$ cat src/rtl/shifter_writeback.sv
// shifter_writeback: MIC-1 shifter, C-bus register writeback, flag latch and MDR memory load
module shifter_writeback #(
  parameter int WIDTH = 32
) (
  input  logic             clk,
  input  logic             rst_n,
  input  logic [WIDTH-1:0] alu_out,
  input  logic             alu_n,
  input  logic             alu_z,
  input  logic             sll8,
  input  logic             sra1,
  input  logic [8:0]       c_sel,
  input  logic             cycle_en,
  input  logic             mem_rd_valid,
  input  logic [WIDTH-1:0] mem_rd_data,
  output logic [WIDTH-1:0] c_bus,
  output logic [WIDTH-1:0] h,
  output logic [WIDTH-1:0] opc,
  output logic [WIDTH-1:0] tos,
  output logic [WIDTH-1:0] cpp,
  output logic [WIDTH-1:0] lv,
  output logic [WIDTH-1:0] sp,
  output logic [WIDTH-1:0] pc,
  output logic [WIDTH-1:0] mdr,
  output logic [WIDTH-1:0] mar,
  output logic             n_flag,
  output logic             z_flag,
  output logic             err_shift,
  output logic             err_mdr
);
  logic [WIDTH-1:0] w_c_bus;
  logic [WIDTH-1:0] r_rf [9];
  logic             r_n, r_z, r_err_shift, r_err_mdr;
  always_comb
    w_c_bus = (sll8 & ~sra1) ? {alu_out[WIDTH-9:0], 8'h00} :
              (sra1 & ~sll8) ? {alu_out[WIDTH-1], alu_out[WIDTH-1:1]} : alu_out;
  always_ff @(posedge clk or negedge rst_n) begin
    if (!rst_n) begin
      for (int i = 0; i < 9; i++) r_rf[i] <= '0;
      r_n         <= 1'b0;
      r_z         <= 1'b0;
      r_err_shift <= 1'b0;
      r_err_mdr   <= 1'b0;
    end else begin
      for (int i = 0; i < 9; i++)
        if (cycle_en && c_sel[i]) r_rf[i] <= w_c_bus;
      if (mem_rd_valid) r_rf[1] <= mem_rd_data;
      if (cycle_en) begin
        r_n <= alu_n;
        r_z <= alu_z;
      end
      r_err_shift <= cycle_en & sll8 & sra1;
      r_err_mdr   <= mem_rd_valid & cycle_en & c_sel[1];
    end
  end
  assign c_bus     = w_c_bus;
  assign h         = r_rf[8];
  assign opc       = r_rf[7];
  assign tos       = r_rf[6];
  assign cpp       = r_rf[5];
  assign lv        = r_rf[4];
  assign sp        = r_rf[3];
  assign pc        = r_rf[2];
  assign mdr       = r_rf[1];
  assign mar       = r_rf[0];
  assign n_flag    = r_n;
  assign z_flag    = r_z;
  assign err_shift = r_err_shift;
  assign err_mdr   = r_err_mdr;
endmodule

$ cat config.mk
export PLATFORM = sky130hd
export DESIGN_NAME = shifter_writeback
export DESIGN_NICKNAME = d
export VERILOG_FILES = /design/src/rtl/shifter_writeback.sv
export SDC_FILE = /design/constraint.sdc
export NUM_CORES = 1
export LEC_CHECK = 0
export CAP_MARGIN = 20
export CORE_MARGIN = 10
export CORE_UTILIZATION = 51
export CTS_BUF_LIST = sky130_fd_sc_hd__clkbuf_4
export DETAILED_ROUTE_END_ITERATION = 8
export PLACE_DENSITY = 0.89
export SYNTH_ARGS = -nofsm -noshare
export SYNTH_HDL_FRONTEND = slang
export SYNTH_SLANG_ARGS = --single-unit
$ cat constraint.sdc
create_clock -name clk -period 2.2 [get_ports clk]
set_input_delay 0.22 -clock clk [delete_from_list [all_inputs] [get_ports clk]]
set_output_delay 0.22 -clock clk [all_outputs]
set_load 0.01 [all_outputs]
==> impl_summary.md, run 1 <==
Clock tree
The clock edge transition at the registers on the reported setup and hold paths is about 60 ps. The sink count of the clock tree is 292. The maximum buffer depth of the clock tree is 3. The H-tree was split into 3 levels. The clock tree from TritonCTS is done. Once the clock tree was built, the setup fixing pass inserted 0 buffers. The clock root buffer is sky130_fd_sc_hd__clkbuf_4. Counting the buffers created by CTS gives 76.

The clock insertion delay at the later pin of the skew report is between 600 and 700 ps.

Route
For this block, the routed nets add up to 45,200 um of wire. The number of vias after detailed routing is 10,820. The antenna violation net count after detailed routing is 0. Before antenna repair, the detailed router went through 5 iterations. After detailed routing, the average wire length per cell comes to 23.5 um.

In this run, the number of DRC markers left after iteration 0 of detailed routing was 931. Summed over all nets, wire length on met2 after detailed routing comes to between 20,000 and 25,000 um. Wire segments on met3 add up to a little over 5000 um in the final route. For this run, design rule violations remaining after detail routing come to 0. The via count normalized by instance count is between 5 and 6. The detailed router used layers up to and including met5. The met1 wire length is approximately 17,000 um.

Floorplan
The site row count is 55. The area enclosed by the die boundary is approximately 30,000 um^2. The number of primary I/O pins is 405. The core region area is between 20,000 and 25,000 um^2.

Once the floorplan was initialized, standard cells occupied about 52% of the core. The floorplan step set the die height to 172 um. The die boundary width is ~170 um.

Logic synthesis
The flip-flop cell with the highest count after synthesis is sky130_fd_sc_hd__dfrtp_1. After synthesis, the share of flip-flops with an asynchronous set or reset is 100%. The cell with the most instances after synthesis is sky130_fd_sc_hd__nand2_1.

Measured against the total synthesized area, the mux share comes to between 7 and 8%. In this run the mean area of a mapped cell was about 11 um^2. The number of flops mapped to enable cells by yosys is 0. The cell area that synthesis handed to floorplanning was roughly 12,000 um^2.

By area, the combinational part of the netlist is dominated by compound AO/OA/AOI/OAI gates. By area the synthesized netlist is led by sky130_fd_sc_hd__dfrtp_1, sky130_fd_sc_hd__o21ai_1, sky130_fd_sc_hd__nand2_1, sky130_fd_sc_hd__mux2i_1, sky130_fd_sc_hd__mux2_4. The number of warnings printed during yosys synthesis is 0. Counting every net in the synthesized netlist gives roughly 1,200.

The post-synthesis simple-gate area fraction is around 12%. Synthesis handed over a netlist of approximately 1,100 instances. In this run, distinct cell masters in the synthesized netlist total 26.

After synthesis, the most frequently instantiated cells are sky130_fd_sc_hd__nand2_1, sky130_fd_sc_hd__dfrtp_1, sky130_fd_sc_hd__o21ai_1. The compound-gate portion of the synthesized area is around 15%. The share of synthesized area occupied by flip-flops and latches is between 60% and 70%. The register bit total from synthesis is between 200 and 300. The xor and xnor area share after synthesis is 0%. Of the post-synthesis cell area, the dominant cell type holds between 60% and 70%. The cell accounting for the most synthesized area is sky130_fd_sc_hd__dfrtp_1. The post-synthesis adder-cell area fraction is 0%.

Global route
Entering global routing, the biggest net connects between 60 and 70 pins. The initial antenna violation count is 3. The total congestion overflow is 0.

The overall fraction of global-route tracks in use is a little under 30%. The via count of the first global-routing pass is 11,059. The first global-routing pass estimated between 60,000 and 70,000 um of wire.

Timing
The final max-slew violation count is 0. The final setup slack of the worst path is about 75 ps. In this run the tightest slew margin relative to its limit is roughly 69%. The setup TNS is 0 ps. On the final layout, the worst clock skew is 0 ps.

On the final layout, the worst hold slack is between 40 and 50 ps. The final-report setup violation count is 0. Setup repair after global routing left no endpoint under its margin. The pin slew with the least headroom to its limit is between 400 and 500 ps.

The top achievable clock speed is about 470 MHz. The worst path in the final design needs a cycle of approximately 2100 ps, including I/O delays and setup. The final-report hold violation count is 0.

The worst path uses between 90 and 100% of the clock period.

Critical path
The worst setup path is of the in2out kind. For the worst setup path, the data arrival time is around 1900 ps. The category of the worst setup path capture point is an output pin. For the worst setup path, the data required time is 1980 ps.

The worst setup path is launched from a primary input. Along the worst path, the maximum fanout reaches 4.

Placed design
The count of buffers added on input and output ports is 404. The placer congestion estimate is a little under 0.9. Timing analysis after detailed placement gives a worst setup slack of about 98 ps.

The final HPWL from detailed placement is 33,200 um. In this run, placement finished with an instance count of around 1,800. The area of placed instances is approximately 17,000 um^2.

Final layout
The post-layout instance count excluding filler cells is a little under 2,000. The share of layout cells above drive strength 1 is around 17%. With fillers left out, the area of the finished cells amounts to 17,500 um^2. The area growth from synthesis to layout is 48.3%. After the last flow step, the layout net total stands at approximately 1,700. The final standard cell utilization of the core is around 77%.

Outcome
The flow ran to the end, and the final reports show no timing, DRC or antenna violations.

Power
The power per cell area is around 890 nW/um^2. The overall power of the completed layout is around 16 mW. The peak ir drop on the vdd network is 0.537 mV. In this run the static leakage power is around 8 nW.

Job
The max capacitance violation total is 0.

Worst hold path
In this run the worst hold path is classified as in2async.
[metal layers]
metal,vias up,track usage [%]
li1,4801,-
met1,5217,35.6
met2,637,45.8
met3,163,10.3
met4,2,18.4
met5,-,0
[path summary, 6_finish.rpt]
| kind | from | end | slack, ps | cells past startpoint |
|---|---|---|---|---|
| min in group clk | sll8 | err_shift$_DFF_PN0_ | 100 | 3 |
| min | rst_n | h[31]$_DFFE_PN0P_ | 50 | 2 |
| min reg2reg | mar[12]$_DFFE_PN0P_ | mar[12]$_DFFE_PN0P_ | 480 | 2 |
| max in group asynchronous | rst_n | mar[4]$_DFFE_PN0P_ | 1370 | 3 |
| max reg2reg | n_flag$_DFFE_PN0P_ | n_flag$_DFFE_PN0P_ | 1450 | 1 |
| max | alu_out[10] | c_bus[18] | 80 | 5 |
[kinds of logic (layout without fill, tap and decap cells)]
family                 after synthesis  in the layout
AO/OA/AOI/OAI                      299            299
buffers and inverters              108            626
flip-flops                         292            292
multiplexers                        79             79
other                                0              3
AND/OR/NAND/NOR                    341            341
[cell usage in the layout (no fill, tap or decap), types with 2 or more instances in the layout]
master                            count
sky130_fd_sc_hd__mux2_2               2
sky130_fd_sc_hd__o21ai_1            256
sky130_fd_sc_hd__nand2_1            289
sky130_fd_sc_hd__and3_1               2
sky130_fd_sc_hd__buf_2                2
sky130_fd_sc_hd__o211ai_1             8
sky130_fd_sc_hd__nand3b_1            31
sky130_fd_sc_hd__mux2i_1             54
sky130_fd_sc_hd__clkinv_1            10
sky130_fd_sc_hd__clkinvlp_4           2
sky130_fd_sc_hd__o21a_1               8
sky130_fd_sc_hd__dlygate4sd3_1        2
sky130_fd_sc_hd__buf_4               48
sky130_fd_sc_hd__clkbuf_4           112
sky130_fd_sc_hd__diode_2              3
sky130_fd_sc_hd__nand2_2              8
sky130_fd_sc_hd__dfrtp_1            292
sky130_fd_sc_hd__buf_12              14
sky130_fd_sc_hd__clkdlybuf4s50_1    400
sky130_fd_sc_hd__inv_2               32
sky130_fd_sc_hd__mux2_4              23
sky130_fd_sc_hd__nand3_1              8
sky130_fd_sc_hd__o211ai_2            23
sky130_fd_sc_hd__bufinv_16            2
[layout make-up]
cell class,count,area (um^2)
Timing Repair Buffer,467,4690
Tap cell,285,357
Clock inverter,15,121
Multi-Input combinational cell,719,4070
Sequential cell,292,7310
Inverter,32,120
Clock buffer,112,841
Antenna cell,3,7.51
Fill cell,1401,5200
[worst max-delay path: stages]
cell and delay, ps:
sky130_fd_sc_hd__clkdlybuf4s50_1 600, sky130_fd_sc_hd__mux2i_1 160, sky130_fd_sc_hd__mux2_4 330, sky130_fd_sc_hd__inv_2 60, sky130_fd_sc_hd__clkdlybuf4s50_1 530
[flip-flops by register name (all words and copies together), names as in the netlist]
| register | count |
|---|---|
| cpp | 32 |
| h | 32 |
| lv | 32 |
| mar | 32 |
| mdr | 32 |
| opc | 32 |
| pc | 32 |
| sp | 32 |
| tos | 32 |
| err_mdr | 1 |
| err_shift | 1 |
| n_flag | 1 |
| z_flag | 1 |
[power breakdown]
group	total (mW)	internal (mW)	switching, mW
registers	6.56	6.13	0.437
clock network	4.75	2.55	2.20
logic	4.22	2.10	2.13
total	15.5	10.8	4.77
[repair_timing]
action                    4_1_cts  5_1_grt
hold endpoints to repair      304        0
hold buffers                    2        0
gates resized for setup         0        0
Note: power is estimated with default switching activity, not from simulation.
==> run 2, diff against run 1 <==
Settings changed: CELL_PAD_IN_SITES_DETAIL_PLACEMENT from default to 0, CELL_PAD_IN_SITES_GLOBAL_PLACEMENT from default to 1, CORE_UTILIZATION 51 to 38, PLACE_DENSITY 0.89 to default, PLACE_DENSITY_LB_ADDON from default to 0.1.
==> run 2 against run 1 <==
Compared with the run above: flip-flop and latch count did not move; non-clock buffer count rose by 4; utilization shrank 19 points; sequential power about the same; maximum frequency increased by 0.53%; wire length rose by 2.0%; clock-buffer cell count rose by 13; clock skew is the same; clock power increased by 3%; sequential share of layout area is 0.68 points lower; largest cell class unchanged.
==> impl_summary.md, run 2 (same netlist as run 1, synthesis figures left out) <==
Critical path
The required time of the worst setup path is 1980 ps (about the same). The category of the worst setup path capture point is an output pin. Among all stages on the critical path, the largest delay is contributed by sky130_fd_sc_hd__clkdlybuf4s50_1. The maximum fanout count along the critical path is 4 (unchanged). The critical path arrival is 1890 ps (about the same). The worst stage delay on the critical path is 640 ps (+40 ps). Walking the worst path, the cells encountered are clkdlybuf4s50_1, mux2i_1, mux2_4, inv_2, clkdlybuf4s50_1.

The critical path in this run is classified as in2out. The most used cell along the critical path is sky130_fd_sc_hd__clkdlybuf4s50_1. The startpoint type of the worst setup path is a primary input.

Global route
The initial antenna violation count is 6 (+3). The via count of the first global-routing pass is 10,432 (-5.7%). The pin count of the biggest net entering global routing is 77 (+18%). The first-pass GRT wire length is 69,300 um (+5.0%). The total congestion overflow came to 0 (unchanged). The overall fraction of global-route tracks in use is 23.8% (-6.0 points).

Timing
The top achievable clock speed is 473 MHz (+0.53%). The final cycle utilization of the critical path is 96.1% (-0.51 points). The post-route minimum period came to 2110 ps (-11.3 ps). The pin slew with the least headroom to its limit is 739 ps (+270 ps). The setup TNS is 0 ps (unchanged). The worst setup skew after layout came to 0 ps (unchanged).

The final max-slew violation count is 0 (unchanged). The max-slew headroom at the worst pin came to 50.7% (-18 points). The final-report hold violation count came to 0 (unchanged).

The final-report setup violation count is 0 (unchanged). Setup repair after global routing left no endpoint under its margin.

Final layout
In the layout the commonest cells are sky130_fd_sc_hd__clkdlybuf4s50_1, sky130_fd_sc_hd__dfrtp_1, sky130_fd_sc_hd__nand2_1. The most common cell after layout, fill and taps aside is sky130_fd_sc_hd__clkdlybuf4s50_1. The share of layout cells above drive strength 1 is 17.3% (+0.77 points).

The number of fill cells is 2,705 (+93%). The final cell area excluding filler cells is 17,800 um^2 (+1.7%). The post-layout net count is 1,681 (+0.72%). Compared with the post-synthesis result, the final layout area differs by 50.8%.

Route
The met1 wire length is 18,900 um (+12%). The routed wire length per instance is 22.4 um (-4.8%). The total length of routed wires is 46,100 um (+2.0%).

The total length of routed met2 wires is 21,800 um (+6.5%). The top layer used by detailed routing is met5. The via count normalized by instance count is 4.90 (-13%). The routed wire length on met3 was 4610 um (-9.3%). The number of vias after detailed routing is 10,094 (-6.7%). The antenna violation net count after detailed routing was 0 (unchanged). The detailed-router iteration count before antenna repair is 4 (-1).

The count of unresolved DRC violations after routing is 0 (unchanged). The DRC marker count from the first detailed-route iteration is 458 (-51%).

Placed design
The quantity of I/O buffers inserted on ports is 404 (unchanged). The area of placed instances came to 16,700 um^2 (+1.2%). The final HPWL from detailed placement is 33,900 um (+2.0%). The placer congestion estimate is 0.796 (-11%).

Power
The static leakage was 8.12 nW (+1.2%). The power per cell area is 877 nW/um^2 (-1.2%). The peak ir drop on the vdd network is 0.483 mV (-10%).

Clock tree
TritonCTS built the clock tree. The clock edge transition at the registers on the reported setup and hold paths is 60 ps (about the same). The maximum buffer depth of the clock tree was 3 (unchanged). The clock insertion delay at the later pin of the skew report is 700 ps (+40 ps). Clock tree synthesis selected as its root buffer the cell sky130_fd_sc_hd__clkbuf_4. The sink count of the clock tree was 292 (unchanged).

The number of buffers created by CTS is 84 (+11%). The total of hold buffers inserted after clock tree synthesis is 4 (+2). The depth of the CTS H-tree was 3 (unchanged). The post-CTS repair timing setup buffer count is 0 (unchanged).

The post-cts gate resize count was 0 (unchanged).

Floorplan
The initial standard-cell utilization of the core came to 38.6% (-13 points). The overall die height was 196 um (+14%). The number of primary I/O pins is 405 (unchanged). The die boundary width is 196 um (+14%). The site row count is 64 (+16%).

The area enclosed by the die boundary is 38,500 um^2 (+30%). The core region area was 30,600 um^2 (+35%).

Job
The max capacitance violation total is 0 (unchanged).

Outcome
The flow ran to the end, and the final reports show no timing, DRC or antenna violations.

Worst hold path
The class of the tightest hold or removal check is in2reg.
run 2: critical path, delay by kind of cell:
| kind | cells | cell delay, ps |
|---|---|---|
| buffers and inverters | 3 | 1230 |
| muxes | 2 | 440 |
run 2: power by group:
group	internal, mW	switching [mW]
combinational	2.11	2.05
clock	2.59	2.32
sequential	6.13	0.408
total	10.8	4.78
run 2: final cells by class:
type                       count  area [um^2]  area share (%)
antenna                        4         10.0          0.0562
clock buffer                 125          938            5.27
clock inverter                23         90.1           0.506
inverter                      32          120           0.675
multi-input combinational    719         4070            22.9
sequential                   292         7310            41.0
tap                          396          495            2.78
timing repair buffer         471         4770            26.8
run 2: final timing paths:
check	start	endpoint	slack, ps	cells past startpoint
max	alu_out[14]	c_bus[13]	90	5
min	mem_rd_data[31]	mdr[31]$_DFFE_PN0P_	90	3
max reg2reg	n_flag$_DFFE_PN0P_	n_flag$_DFFE_PN0P_	1450	1
min reg2reg	cpp[8]$_DFFE_PN0P_	cpp[8]$_DFFE_PN0P_	480	2
max in group asynchronous	rst_n	mar[0]$_DFFE_PN0P_	1630	3
min in group asynchronous	rst_n	cpp[17]$_DFFE_PN0P_	110	3
run 2: per-stage QoR:
step / utilization (%) / std cells / hold WS (ps) / total power, mW / setup slack (ps)
5_1_grt: 58.2 / 2062 / 24.7 / 16.5 / 44.7
2_1_floorplan: - / 1119 / -75.6 / 8.08 / 863
3_5_place_dp: 54.6 / 1906 / 111 / 10.9 / 59.4
3_3_place_gp: 54.6 / 1906 / 112 / 10.8 / 67.6
6_report: 58.2 / 2062 / 85.6 / 15.6 / 86.5
4_1_cts: 58.2 / 2058 / 13.1 / 15.9 / 59.4
run 2: layer usage:
| metal | vias up | GRT usage [%] |
|---|---|---|
| li1 | 4861 | - |
| met1 | 4811 | 28.6 |
| met2 | 358 | 38.0 |
| met3 | 60 | 10.0 |
| met4 | 4 | 7.24 |
| met5 | - | 0 |
==> run 3, diff against run 2 <==
Settings changed: PLACE_DENSITY from default to 0.92, PLACE_DENSITY_LB_ADDON 0.1 to default.
==> run 3 against run 2 <==
Compared with the run above: sequential share of layout area grew 0.12 points; combinational power is essentially flat; wire length grew 1.0%; worst setup slack lost 26 ps; highest routed layer is now met4.
==> impl_summary.md, run 3 (same netlist as run 1, synthesis figures left out) <==
Outcome
The run finished with clean final reports.

Final layout
The most common cell after layout, fill and taps aside is sky130_fd_sc_hd__clkdlybuf4s50_1. The share of layout cells above drive strength 1 is 17.1% (-0.21 points). The post-layout net count is 1,681 (unchanged). Leaving out fill and tap cells, the most frequent cells in the layout are sky130_fd_sc_hd__clkdlybuf4s50_1, sky130_fd_sc_hd__dfrtp_1, sky130_fd_sc_hd__nand2_1. The number of fill cells was 2,622 (-3.1%). Relative to the synthesized area, the layout overhead comes to 50.3%. The final cell area excluding filler cells was 17,800 um^2 (-0.28%). The final standard cell utilization of the core is 58.0% (-0.16 points).

The post-layout instance count excluding filler cells is 2,059 (-0.15%).

Clock tree
In this run the clock root is driven by a sky130_fd_sc_hd__clkbuf_4. TritonCTS built the clock tree. The clock edge transition at the registers on the reported setup and hold paths is 70 ps (about the same). The maximum buffer depth of the clock tree was 3 (unchanged). The clock insertion delay at the later pin of the skew report is 660 ps (-40 ps). The post-CTS repair timing setup buffer count is 0 (unchanged). The number of buffers created by CTS came to 77 (-8.3%). The sink count of the clock tree was 292 (unchanged). The depth of the CTS H-tree is 3 (unchanged).

Critical path
The critical path goes through clkdlybuf4s50_1, mux2i_1, mux2_4, inv_2, clkdlybuf4s50_1. The category of the critical setup timing path is in2out. The required time of the worst setup path is 1980 ps (about the same). The worst stage delay on the critical path was 650 ps (about the same).

The critical path arrival is 1920 ps (+30 ps). By instance count, the cell type seen most on the critical path is sky130_fd_sc_hd__clkdlybuf4s50_1. The number of buffer and inverter stages on the critical path is 3 (unchanged).

The largest delay contributor family on the critical path is buffers and inverters. The cell with the biggest individual delay on the critical path is sky130_fd_sc_hd__clkdlybuf4s50_1. The maximum fanout count along the critical path came to 4 (unchanged). The startpoint type of the worst setup path is a primary input. The category of the worst setup path capture point is an output pin.

Timing
The top achievable clock speed is 467 MHz (-1.2%). The post-route minimum period is 2140 ps (+26.2 ps). The setup TNS is 0 ps (unchanged).

The final-report hold violation count is 0 (unchanged). Setup repair after global routing left no endpoint under its margin. The final-report setup violation count is 0 (unchanged). The final cycle utilization of the critical path is 97.3% (+1.2 points). The final max-slew violation count was 0 (unchanged). The worst setup skew after layout is 0 ps (unchanged).

The worst hold slack was 113 ps (+27.1 ps). The pin slew with the least headroom to its limit is 621 ps (-118 ps). The max-slew headroom at the worst pin was 58.6% (+7.8 points).

Power
The net switching power of the design came to 4.78 mW (about the same). The peak ir drop on the vdd network is 0.511 mV (+5.8%). The sequential group share of total power was 42.0% (about the same).

The part of the total power dissipated in combinational logic is 26.9% (+0.2 points). The switching portion of total power is 30.7% (+0.040 points). The power per cell area came to 878 nW/um^2 (+0.15%).

The share of power burned in the clock network is 31.1% (-0.3 points). The total internal power is 10.8 mW (-0.19%). The static leakage was 8.10 nW (-0.22%).

Placed design
The final HPWL from detailed placement came to 34,500 um (+2.0%). The quantity of I/O buffers inserted on ports is 404 (unchanged). The placer congestion estimate is 0.852 (+7.1%). The area of placed instances is 16,700 um^2 (about the same). The total placed cells including tap cells was 1,914 (+0.42%).

Floorplan
The number of primary I/O pins is 405 (unchanged). The initial standard-cell utilization of the core came to 38.6% (unchanged). The site row count came to 64 (unchanged). The area enclosed by the die boundary is 38,500 um^2 (unchanged). The core region area is 30,600 um^2 (unchanged). The die boundary width came to 196 um (unchanged). The overall die height is 196 um (unchanged).

Global route
The first-pass GRT wire length came to 68,900 um (-0.64%). The total congestion overflow is 0 (unchanged). The overall fraction of global-route tracks in use is 23.6% (-0.24 points).

The pin count of the biggest net entering global routing was 71 (-7.8%). The via count of the first global-routing pass was 10,712 (+2.7%). The initial antenna violation count is 4 (-2).

Route
The antenna violation net count after detailed routing came to 0 (unchanged). The DRC marker count from the first detailed-route iteration is 555 (+21%). The number of vias after detailed routing is 10,395 (+3.0%). The count of unresolved DRC violations after routing is 0 (unchanged).

The via count normalized by instance count is 5.05 (+3.1%). The detailed-router iteration count before antenna repair is 5 (+1). The total length of routed wires is 46,600 um (+1.0%). The routed wire length per instance is 22.6 um (+1.2%).

Job
The max capacitance violation total is 0 (unchanged).

Worst hold path
The path class of the tightest hold or removal check is in2reg.
## run 3: cell count changes in the layout (fill, tap and decap cells not counted), sizes merged
cell / previous run / this run
inv: 36 / 33
clkinv: 18 / 24
dlymetal6s2s: 0 / 1
clkbuf: 125 / 111
buf: 68 / 75
clkinvlp: 1 / 0
clkdlybuf4s50: 400 / 399
bufinv: 0 / 2
## run 3: worst paths after layout
kind | from | to | slack [ps] | cells after the start
worst max-delay path | alu_out[8] | c_bus[16] | 60 | 5
worst min-delay path | mem_rd_data[7] | mdr[7]$_DFFE_PN0P_ | 110 | 3
worst max register to register | n_flag$_DFFE_PN0P_ | n_flag$_DFFE_PN0P_ | 1450 | 1
worst min register to register | opc[13]$_DFFE_PN0P_ | opc[13]$_DFFE_PN0P_ | 480 | 2
max in group asynchronous | rst_n | tos[11]$_DFFE_PN0P_ | 1320 | 3
min in group asynchronous | rst_n | cpp[15]$_DFFE_PN0P_ | 120 | 2
## run 3: area by class of cell
cell class / count / area [um^2] / area share, %
tap: 396 / 495 / 2.79
inverter: 32 / 120 / 0.677
sequential: 292 / 7310 / 41.2
clock buffer: 111 / 833 / 4.69
antenna: 4 / 10.0 / 0.0564
multi-input combinational: 719 / 4070 / 22.9
clock inverter: 27 / 178 / 1.00
timing repair buffer: 478 / 4740 / 26.7
## run 3: power by group through the flow
stage          Sequential [mW]  Combinational (mW)  Clock [mW]
3_5_place_dp              6.64                4.23           0
2_1_floorplan             6.97                1.11           0
6_report                  6.55                4.19        4.84
4_1_cts                   6.55                4.25        4.97
5_1_grt                   6.64                4.49        5.29
3_3_place_gp              6.60                4.17           0
## run 3: metal layers
layer  track usage, %  routed length [um]
met5                0                   0
met4             9.16                1580
met3             8.78                4680
met2             36.8               21500
met1             29.0               18800
## run 3: stage by stage
stage	power [mW]	setup WS (ps)
2_1_floorplan	8.08	863
3_3_place_gp	10.8	60.8
3_5_place_dp	10.9	55.6
4_1_cts	15.8	50.3
5_1_grt	16.4	9.21
6_report	15.6	60.3
## run 3: timing repair
| action | CTS | global route |
|---|---|---|
| setup endpoints to repair | 0 | 1 |
| hold endpoints to repair | 213 | 0 |
| gates resized for setup | 0 | 1 |
| hold buffers | 3 | 0 |
